File: config.mk
export PLATFORM = sky130hd
export DESIGN_NAME = pipelined_prefix_adder
export DESIGN_NICKNAME = d
export VERILOG_FILES = /design/src/rtl/ppa_pkg.sv /design/src/rtl/ppa_prefix_level.sv /design/src/rtl/pipelined_prefix_adder.sv
export SDC_FILE = /design/constraint.sdc
export NUM_CORES = 1
export LEC_CHECK = 0
export CELL_PAD_IN_SITES_DETAIL_PLACEMENT = 0
export CELL_PAD_IN_SITES_GLOBAL_PLACEMENT = 1
export CORE_ASPECT_RATIO = 0.75
export CORE_MARGIN = 5
export CORE_UTILIZATION = 46
export DETAILED_ROUTE_END_ITERATION = 8
export PLACE_DENSITY = 0.74
export SETUP_SLACK_MARGIN = 0.3
export SLEW_MARGIN = 20
export SYNTH_ARGS = -nofsm -noshare
export SYNTH_HDL_FRONTEND = slang
export SYNTH_SLANG_ARGS = --single-unit
File: constraint.sdc
create_clock -name clk -period 27 [get_ports clk]
set_clock_uncertainty 0.05 [all_clocks]
set_input_delay 5.4 -clock clk [delete_from_list [all_inputs] [get_ports clk]]
set_output_delay 5.4 -clock clk [all_outputs]
set_load 0.03 [all_outputs]
File: src/rtl/ppa_pkg.sv
`default_nettype none
// ============================================================================
// Module  : ppa_pkg
// Brief   : gpk encoding, prefix combine operator and stage-count helper
// Rev     : 1.0  initial release
// ============================================================================
package ppa_pkg;

  typedef logic [1:0] gpk_t;

  localparam gpk_t GPK_K = 2'b00;
  localparam gpk_t GPK_P = 2'b01;
  localparam gpk_t GPK_G = 2'b11;

  // A propagate group is transparent, so the lower group's status shows through.
  function automatic gpk_t gpk_combine(input gpk_t cur, input gpk_t prev);
    return (cur == GPK_P) ? prev : cur;
  endfunction

  function automatic int ppa_nstage(input int width, input int reg_every);
    int levels;
    levels = $clog2(width);
    return (levels + reg_every - 1) / reg_every;
  endfunction

endpackage
`default_nettype wire

File: src/rtl/ppa_prefix_level.sv
`default_nettype none
// ============================================================================
// Module  : ppa_prefix_level
// Brief   : one combinational Kogge-Stone level at distance DIST
// Rev     : 1.0  initial release
// ============================================================================
module ppa_prefix_level
  import ppa_pkg::*;
#(
  parameter int WIDTH = 33,
  parameter int DIST  = 1
) (
  input  gpk_t [WIDTH-1:0] i_gpk,
  output gpk_t [WIDTH-1:0] o_gpk
);

  for (genvar j = 0; j < WIDTH; j++) begin : g_pos
    if (j >= DIST) begin : g_comb
      assign o_gpk[j] = gpk_combine(i_gpk[j], i_gpk[j-DIST]);
    end else begin : g_pass
      assign o_gpk[j] = i_gpk[j];
    end
  end

endmodule
`default_nettype wire

File: src/rtl/pipelined_prefix_adder.sv
`default_nettype none
// ============================================================================
// Module  : pipelined_prefix_adder
// Brief   : pipelined Kogge-Stone adder/subtractor with valid/ready stall
// Config  : define PPA_OVF_EN to add the signed-overflow output out_ovf
// Rev     : 1.0  initial release
// ============================================================================
module pipelined_prefix_adder
  import ppa_pkg::*;
#(
  parameter int WIDTH     = 32,
  parameter int REG_EVERY = 2,
  parameter int TAG_W     = 4
) (
  input  logic             clk,
  input  logic             rst_n,
  input  logic             in_valid,
  output logic             in_ready,
  input  logic [WIDTH-1:0] in_a,
  input  logic [WIDTH-1:0] in_b,
  input  logic             in_cin,
  input  logic             in_sub,
  input  logic [TAG_W-1:0] in_tag,
  output logic             out_valid,
  input  logic             out_ready,
  output logic [WIDTH-1:0] out_sum,
  output logic             out_cout,
  output logic [TAG_W-1:0] out_tag
`ifdef PPA_OVF_EN
  ,
  output logic             out_ovf
`endif
);

  localparam int LEVELS = $clog2(WIDTH);
  localparam int NSTAGE = ppa_nstage(WIDTH, REG_EVERY);
  localparam int NPOS   = WIDTH + 1;
  localparam int CO_LO  = WIDTH - (1 << LEVELS);

  logic                w_adv;
  logic [WIDTH-1:0]    w_b_eff;
  logic                w_cin_eff;
  gpk_t [NPOS-1:0]     w_gpk0;
  gpk_t [NPOS-1:0]     w_lin   [0:LEVELS-1];
  gpk_t [NPOS-1:0]     w_lout  [0:LEVELS-1];
  gpk_t [NPOS-1:0]     w_snext [1:NSTAGE];
  logic [WIDTH-1:0]    w_carry;
  gpk_t                w_co_grp;

  logic [NSTAGE:0]     r_vld;
  gpk_t [NPOS-1:0]     r_gpk [0:NSTAGE];
  logic [WIDTH-1:0]    r_p   [0:NSTAGE];
  logic [TAG_W-1:0]    r_tag [0:NSTAGE];

  assign w_adv    = !r_vld[NSTAGE] || out_ready;
  assign in_ready = w_adv;

  // Position 0 stands for bit -1 and carries the carry-in; position i+1 is bit i.
  always_comb begin
    w_b_eff   = in_sub ? ~in_b : in_b;
    w_cin_eff = in_sub | in_cin;
    w_gpk0[0] = w_cin_eff ? GPK_G : GPK_K;
    for (int i = 0; i < WIDTH; i++) begin
      w_gpk0[i+1] = {in_a[i] & w_b_eff[i], in_a[i] | w_b_eff[i]};
    end
  end

  for (genvar l = 0; l < LEVELS; l++) begin : g_lvl
    if (l % REG_EVERY == 0) begin : g_from_reg
      assign w_lin[l] = r_gpk[l / REG_EVERY];
    end else begin : g_from_lvl
      assign w_lin[l] = w_lout[l-1];
    end
    ppa_prefix_level #(
      .WIDTH (NPOS),
      .DIST  (1 << l)
    ) u_level (
      .i_gpk (w_lin[l]),
      .o_gpk (w_lout[l])
    );
  end

  // The final stage may own fewer than REG_EVERY levels.
  for (genvar s = 1; s <= NSTAGE; s++) begin : g_stage
    localparam int LAST = ((s * REG_EVERY < LEVELS) ? s * REG_EVERY : LEVELS) - 1;
    assign w_snext[s] = w_lout[LAST];
  end

  always_ff @(posedge clk) begin
    if (!rst_n) begin
      r_vld <= '0;
      for (int s = 0; s <= NSTAGE; s++) begin
        r_gpk[s] <= '0;
        r_p[s]   <= '0;
        r_tag[s] <= '0;
      end
    end else if (w_adv) begin
      r_vld    <= {r_vld[NSTAGE-1:0], in_valid};
      r_gpk[0] <= w_gpk0;
      r_p[0]   <= in_a ^ w_b_eff;
      r_tag[0] <= in_tag;
      for (int s = 1; s <= NSTAGE; s++) begin
        r_gpk[s] <= w_snext[s];
        r_p[s]   <= r_p[s-1];
        r_tag[s] <= r_tag[s-1];
      end
    end
  end

  // Resolved positions are only ever G or K, so a G test yields the carry.
  always_comb begin
    for (int i = 0; i < WIDTH; i++) begin
      w_carry[i] = (r_gpk[NSTAGE][i] == GPK_G);
    end
  end

  // log2 levels span WIDTH positions; a power-of-two MSB group still needs bit -1.
  if (CO_LO == 0) begin : g_co_join
    assign w_co_grp = gpk_combine(r_gpk[NSTAGE][WIDTH], r_gpk[NSTAGE][0]);
  end else begin : g_co_direct
    assign w_co_grp = r_gpk[NSTAGE][WIDTH];
  end

  assign out_valid = r_vld[NSTAGE];
  assign out_sum   = r_p[NSTAGE] ^ w_carry;
  assign out_cout  = (w_co_grp == GPK_G);
  assign out_tag   = r_tag[NSTAGE];

`ifdef PPA_OVF_EN
  logic [NSTAGE:0] r_amsb;
  logic [NSTAGE:0] r_bmsb;

  always_ff @(posedge clk) begin
    if (!rst_n) begin
      r_amsb <= '0;
      r_bmsb <= '0;
    end else if (w_adv) begin
      r_amsb <= {r_amsb[NSTAGE-1:0], in_a[WIDTH-1]};
      r_bmsb <= {r_bmsb[NSTAGE-1:0], w_b_eff[WIDTH-1]};
    end
  end

  assign out_ovf = (r_amsb[NSTAGE] == r_bmsb[NSTAGE]) &&
                   (out_sum[WIDTH-1] != r_amsb[NSTAGE]);
`endif

endmodule
`default_nettype wire

# Word-level counts from Yosys, hierarchy flattened
# Memory sizes are Yosys's and may differ from the RTL's.
# Cells that the tools add are included.
# totals
ff_bits	4
ramBits	408
inputBits	74
out_inout_bits	39
word_cells	407
mem_count	3
# mem_list
memory	words	word_bits	read_ports	rd_clocked_by_memory_dff	wr	line_no	text
r_gpk	4	66	4	0	4	pipelined_prefix_adder.sv:51	gpk_t [NPOS-1:0] r_gpk [0:NSTAGE];
r_p	4	32	4	0	4	pipelined_prefix_adder.sv:52	logic [WIDTH-1:0] r_p [0:NSTAGE];
r_tag	4	4	4	0	4	pipelined_prefix_adder.sv:53	logic [TAG_W-1:0] r_tag [0:NSTAGE];
# op_classes
eq_ne	168
mux	153
bitwise_logic	80
n_reduce_logical	2
# ops
cell	n
$mux 2	136
$eq 2x1->1 const B	135
$mux 66	4
$mux 32	5
$eq 2x2->1 const B	33
$xor 32x32->32	2
$or 1x1->1	45
$and 1x1->1	32
$not 32->32	1
$mux 4	4
$mux 1	4
$logic_not 1->1	1
$logic_or 1x1->1	1

# Logic depth before layout (Yosys ltp)
# logic_depth
depth_word	6
ltp_mapped	7
depth_no_buf	4

# Hierarchy
# From an unflattened synthesis, not the netlist that was laid out.
# unflattened
hier_cells	1481
area_unflattened_um2	19760.2
# by_module_without_submodules
module	n_inst	cells_per_inst	area_each_um2	seq_area_each_um2
pipelined_prefix_adder	1	1151	17276.6	12301.8
ppa_prefix_level at g_lvl[0].u_level ...	3	66	495.5	0.0
ppa_prefix_level at g_lvl[3].u_level	1	66	500.5	0.0
ppa_prefix_level at g_lvl[4].u_level	1	66	496.7	0.0

# Worst setup path after synthesis
# No wires, ideal clock.
# synth_path
path_kind	input-to-reg
start	input rst_n
end	memory r_gpk[0][0] (netlist bit), enable pin
setup_ns	2.969
arrival_ns	12.383
required_ns	23.981
path_slack_ns	11.598
cell_stages	4
n_path_buf	3
path_cell_list	buf_2 buf_2 buf_2 nand2_1
# synth_rtl
item	line_no	text
start, declared	pipelined_prefix_adder.sv:16	input logic rst_n,
end, declared	pipelined_prefix_adder.sv:51	

# Worst setup path in the final report
# layout_path
start	input out_ready
end	output in_ready
# layout_between
elab_chain_len	1
# layout_lines
item	line_no	text
start, declared	pipelined_prefix_adder.sv:25	input logic out_ready,
$logic_or 1x1->1	pipelined_prefix_adder.sv:55	assign w_adv = !r_vld[NSTAGE] || out_ready;
end, declared	pipelined_prefix_adder.sv:18	output logic in_ready,
# Every way passes these cells.

==> impl_metrics.json <==
{
  "path_clk_slew_ns": 0.06,
  "ctsResizeCount": 0,
  "worstSkewPairLatency_ns": 0.54,
  "grt_pass1_wl_um": 60200,
  "h-tree-depth": 2,
  "power_density_nw_per_um2": 66.5,
  "path_max_fanout": 57,
  "seq_area_frac_synth_pct": 66.8,
  "rsz0062_at_grt": "no",
  "placed_cell_area_um2": 19700,
  "finalPower_uw": 1400,
  "syn_area_um2": 18300,
  "cts_setup_buffers": 0,
  "min_path_type": "register to register",
  "cp.arrival_ns": 7.23,
  "synth_area_leader_cell": "edfxtp_1",
  "design_area_um2": 21000,
  "die_h_um": 183,
  "nets": 1623,
  "syn_area_per_cell_um2": 13.1,
  "cts_buffers": 42,
  "relSlewSlack_pct": 28.1,
  "drive_gt1_share_pct": 4.96,
  "crit_type": "input port to primary output",
  "cp_cell_sequence": "clkdlybuf4s50_1 -> nor2b_4 -> inv_4 -> clkdlybuf4s50_1",
  "p_seq_share_pct": 53.9,
  "synth_area_leaders": "edfxtp_1 (66%), and3_1 (7.6%), ha_1 (4.4%)",
  "period_share_pct": 47.0,
  "areaGrowthSynthToFinish_pct": 14.9,
  "row_count": 63,
  "fmax_mhz": 78.8,
  "grtUsageTotal_pct": 17.6,
  "utilization_pct": 53.2,
  "finalSetupTns_ns": 0,
  "p_int_uw": 1090,
  "synth-simple-area-share_pct": 12.7,
  "crit_buf_inv": 3,
  "synthAdderAreaFrac_pct": 4.38,
  "end_kind": "primary output",
  "antenna_found_initial": 4,
  "ys_ff_latch": 408,
  "clockPowerShare_pct": 39.4,
  "layout_common_cells": "edfxtp_1 (404), and3_1 (222), nor2_1 (121)",
  "drt_iter0_markers": 865,
  "yosys_warnings": 0,
  "status": "finished clean",
  "combPwrFrac_pct": 6.7,
  "antenna_cells": 0,
  "holdBufCountCts": 0,
  "grt_pass1_vias": 10400,
  "fp.dieW_um": 240,
  "cts-root-buf": "clkbuf_16",
  "gr-total-overflow": 0,
  "io_pins": 113,
  "maxCapViolCount": 0,
  "cp_slowest_stage_delay_ns": 0.79,
  "final_common_cell": "edfxtp_1",
  "place.gp.congestion": 0.828,
  "power.switching_uw": 305,
  "synth_cell_type_count": 31,
  "switching_share_pct": 21.8,
  "synth_top_family_by_area": "simple AND/OR/NAND/NOR gates",
  "cpMaxStageDelayCell": "clkdlybuf4s50_1",
  "synth_nets": 1530,
  "synth-xor-area-share_pct": 3.07,
  "wl_per_cell_um": 19.1,
  "ant_nets": 0,
  "crit_path_frequent_cell": "clkdlybuf4s50_1",
  "setup_viol_count_final": 0,
  "die-area_um2": 43800,
  "clock_path_buffers": 3,
  "hpwlAfterDp_um": 26100,
  "cp.required_ns": 21.55,
  "cts_tree": "yes",
  "syn_inst": 1392,
  "peakVddDrop_mv": 0.0372,
  "drt-total-wl_um": 38800,
  "drc_errors": 0,
  "p_leak_uw": 0.00923,
  "synth_compound_area_share_pct": 9.18,
  "critPathLaunchType": "input port",
  "drtPass1Iterations": 6,
  "dr_total_vias": 10900,
  "via_per_inst": 5.36,
  "clkSinkCount": 408,
  "worstMarginPinSlew_ns": 1.08,
  "core_um2": 39400,
  "synth_mux_area_share_pct": 0,
  "crit_family": "buffers and inverters",
  "drv_slew": 0,
  "port_buffers": 112,
  "start_util_pct": 46.4,
  "synth_top_area_share_pct": 66.4,
  "finalHoldViolations": 0,
  "fin_crit_ns": 12.68,
  "grt_max_degree": 98
}
-- cell usage after synthesis --
| cell type | count |
|---|---|
| a21o_1 | 12 |
| a211oi_1 | 18 |
| buf_2 | 20 |
| buf_4 | 6 |
| ha_1 | 64 |
| nand2_4 | 1 |
| a21boi_0 | 4 |
| inv_1 | 69 |
| o22ai_1 | 3 |
| inv_2 | 1 |
| o211a_1 | 8 |
| and3_1 | 222 |
| nand2_1 | 60 |
| nand3_1 | 14 |
| buf_6 | 15 |
| o21a_1 | 37 |
| dfxtp_1 | 4 |
| and2_1 | 1 |
| nor2_1 | 121 |
| nor2b_4 | 1 |
| nor3_1 | 1 |
| o2bb2ai_1 | 1 |
| xnor2_1 | 63 |
| nand3b_1 | 19 |
| a21oi_1 | 110 |
| o21ai_0 | 62 |
| xor2_1 | 1 |
| o2111a_1 | 15 |
| clkbuf_1 | 34 |
| edfxtp_1 | 404 |
| a31oi_1 | 1 |
-- path summary, 6_finish.rpt --
kind,to,depth (start not counted),from,slack (ns)
max,in_ready,4,out_ready,14.32
min,r_vld[2]$_SDFFE_PN0P_,2,r_vld[2]$_SDFFE_PN0P_,0.42
max reg2reg,r_gpk[2][18]$_SDFFCE_PN0P_,5,r_vld[3]$_SDFFE_PN0P_,23.18
min reg2reg,r_vld[2]$_SDFFE_PN0P_,2,r_vld[2]$_SDFFE_PN0P_,0.42
-- sequential cells by signal (all words and copies together) (netlist names) --
name and cells:
r_tag 16, r_p 128, r_vld 4, r_gpk 260
-- metrics by stage --
stage                     cells  worst slack, ns  hold slack [ns]
after floorplan            1392            11.60            0.390
after global placement     1961            14.29            0.397
after detailed placement   1961            14.30            0.412
after CTS                  2031            14.30            0.421
after global routing       2031            14.22            0.441
final                      2031            14.32            0.418
-- area by class of cell --
class,instances,area (µm²)
clock buffers,51,1110
clock inverters,19,186
fillers,3356,18400
inverters,70,265
multi-input cells,839,5360
flip-flops and latches,408,12200
well taps,520,651
repair buffers,124,1200
-- power groups by stage --
stage | registers, µW | clock network (µW) | logic (µW)
2_1_floorplan | 757 | 0 | 60.2
3_3_place_gp | 764 | 0 | 92.4
3_5_place_dp | 765 | 0 | 93.8
4_1_cts | 752 | 561 | 94.4
5_1_grt | 756 | 590 | 105
6_report | 753 | 551 | 93.1
-- routing by layer --
metal / vias to the layer above / share of wire (%) / track usage (%) / wire length, µm
met5: - / 0 / 0 / 0
met4: 0 / 1.4 / 3.47 / 560
met3: 50 / 6.8 / 3.79 / 2660
met2: 322 / 43 / 25.2 / 16700
met1: 5217 / 49 / 27.8 / 18900
li1: 5299 / - / - / -
-- logic make-up after synthesis --
kind of cell             count (synthesis)
XOR/XNOR                                64
adder cells (fa/ha/maj)                 64
AND/OR/NAND/NOR                        440
buffers and inverters                  145
AO/OA/AOI/OAI                          271
flip-flops                             408
-- worst reg2reg max path: cells and delay by family (launching register included) --
kind	cells	cell delay, ns
buf+inv	3	2.66
simple gates	2	0.32
flops	1	0.32
No activity file was read; power rests on OpenSTA's default activity.
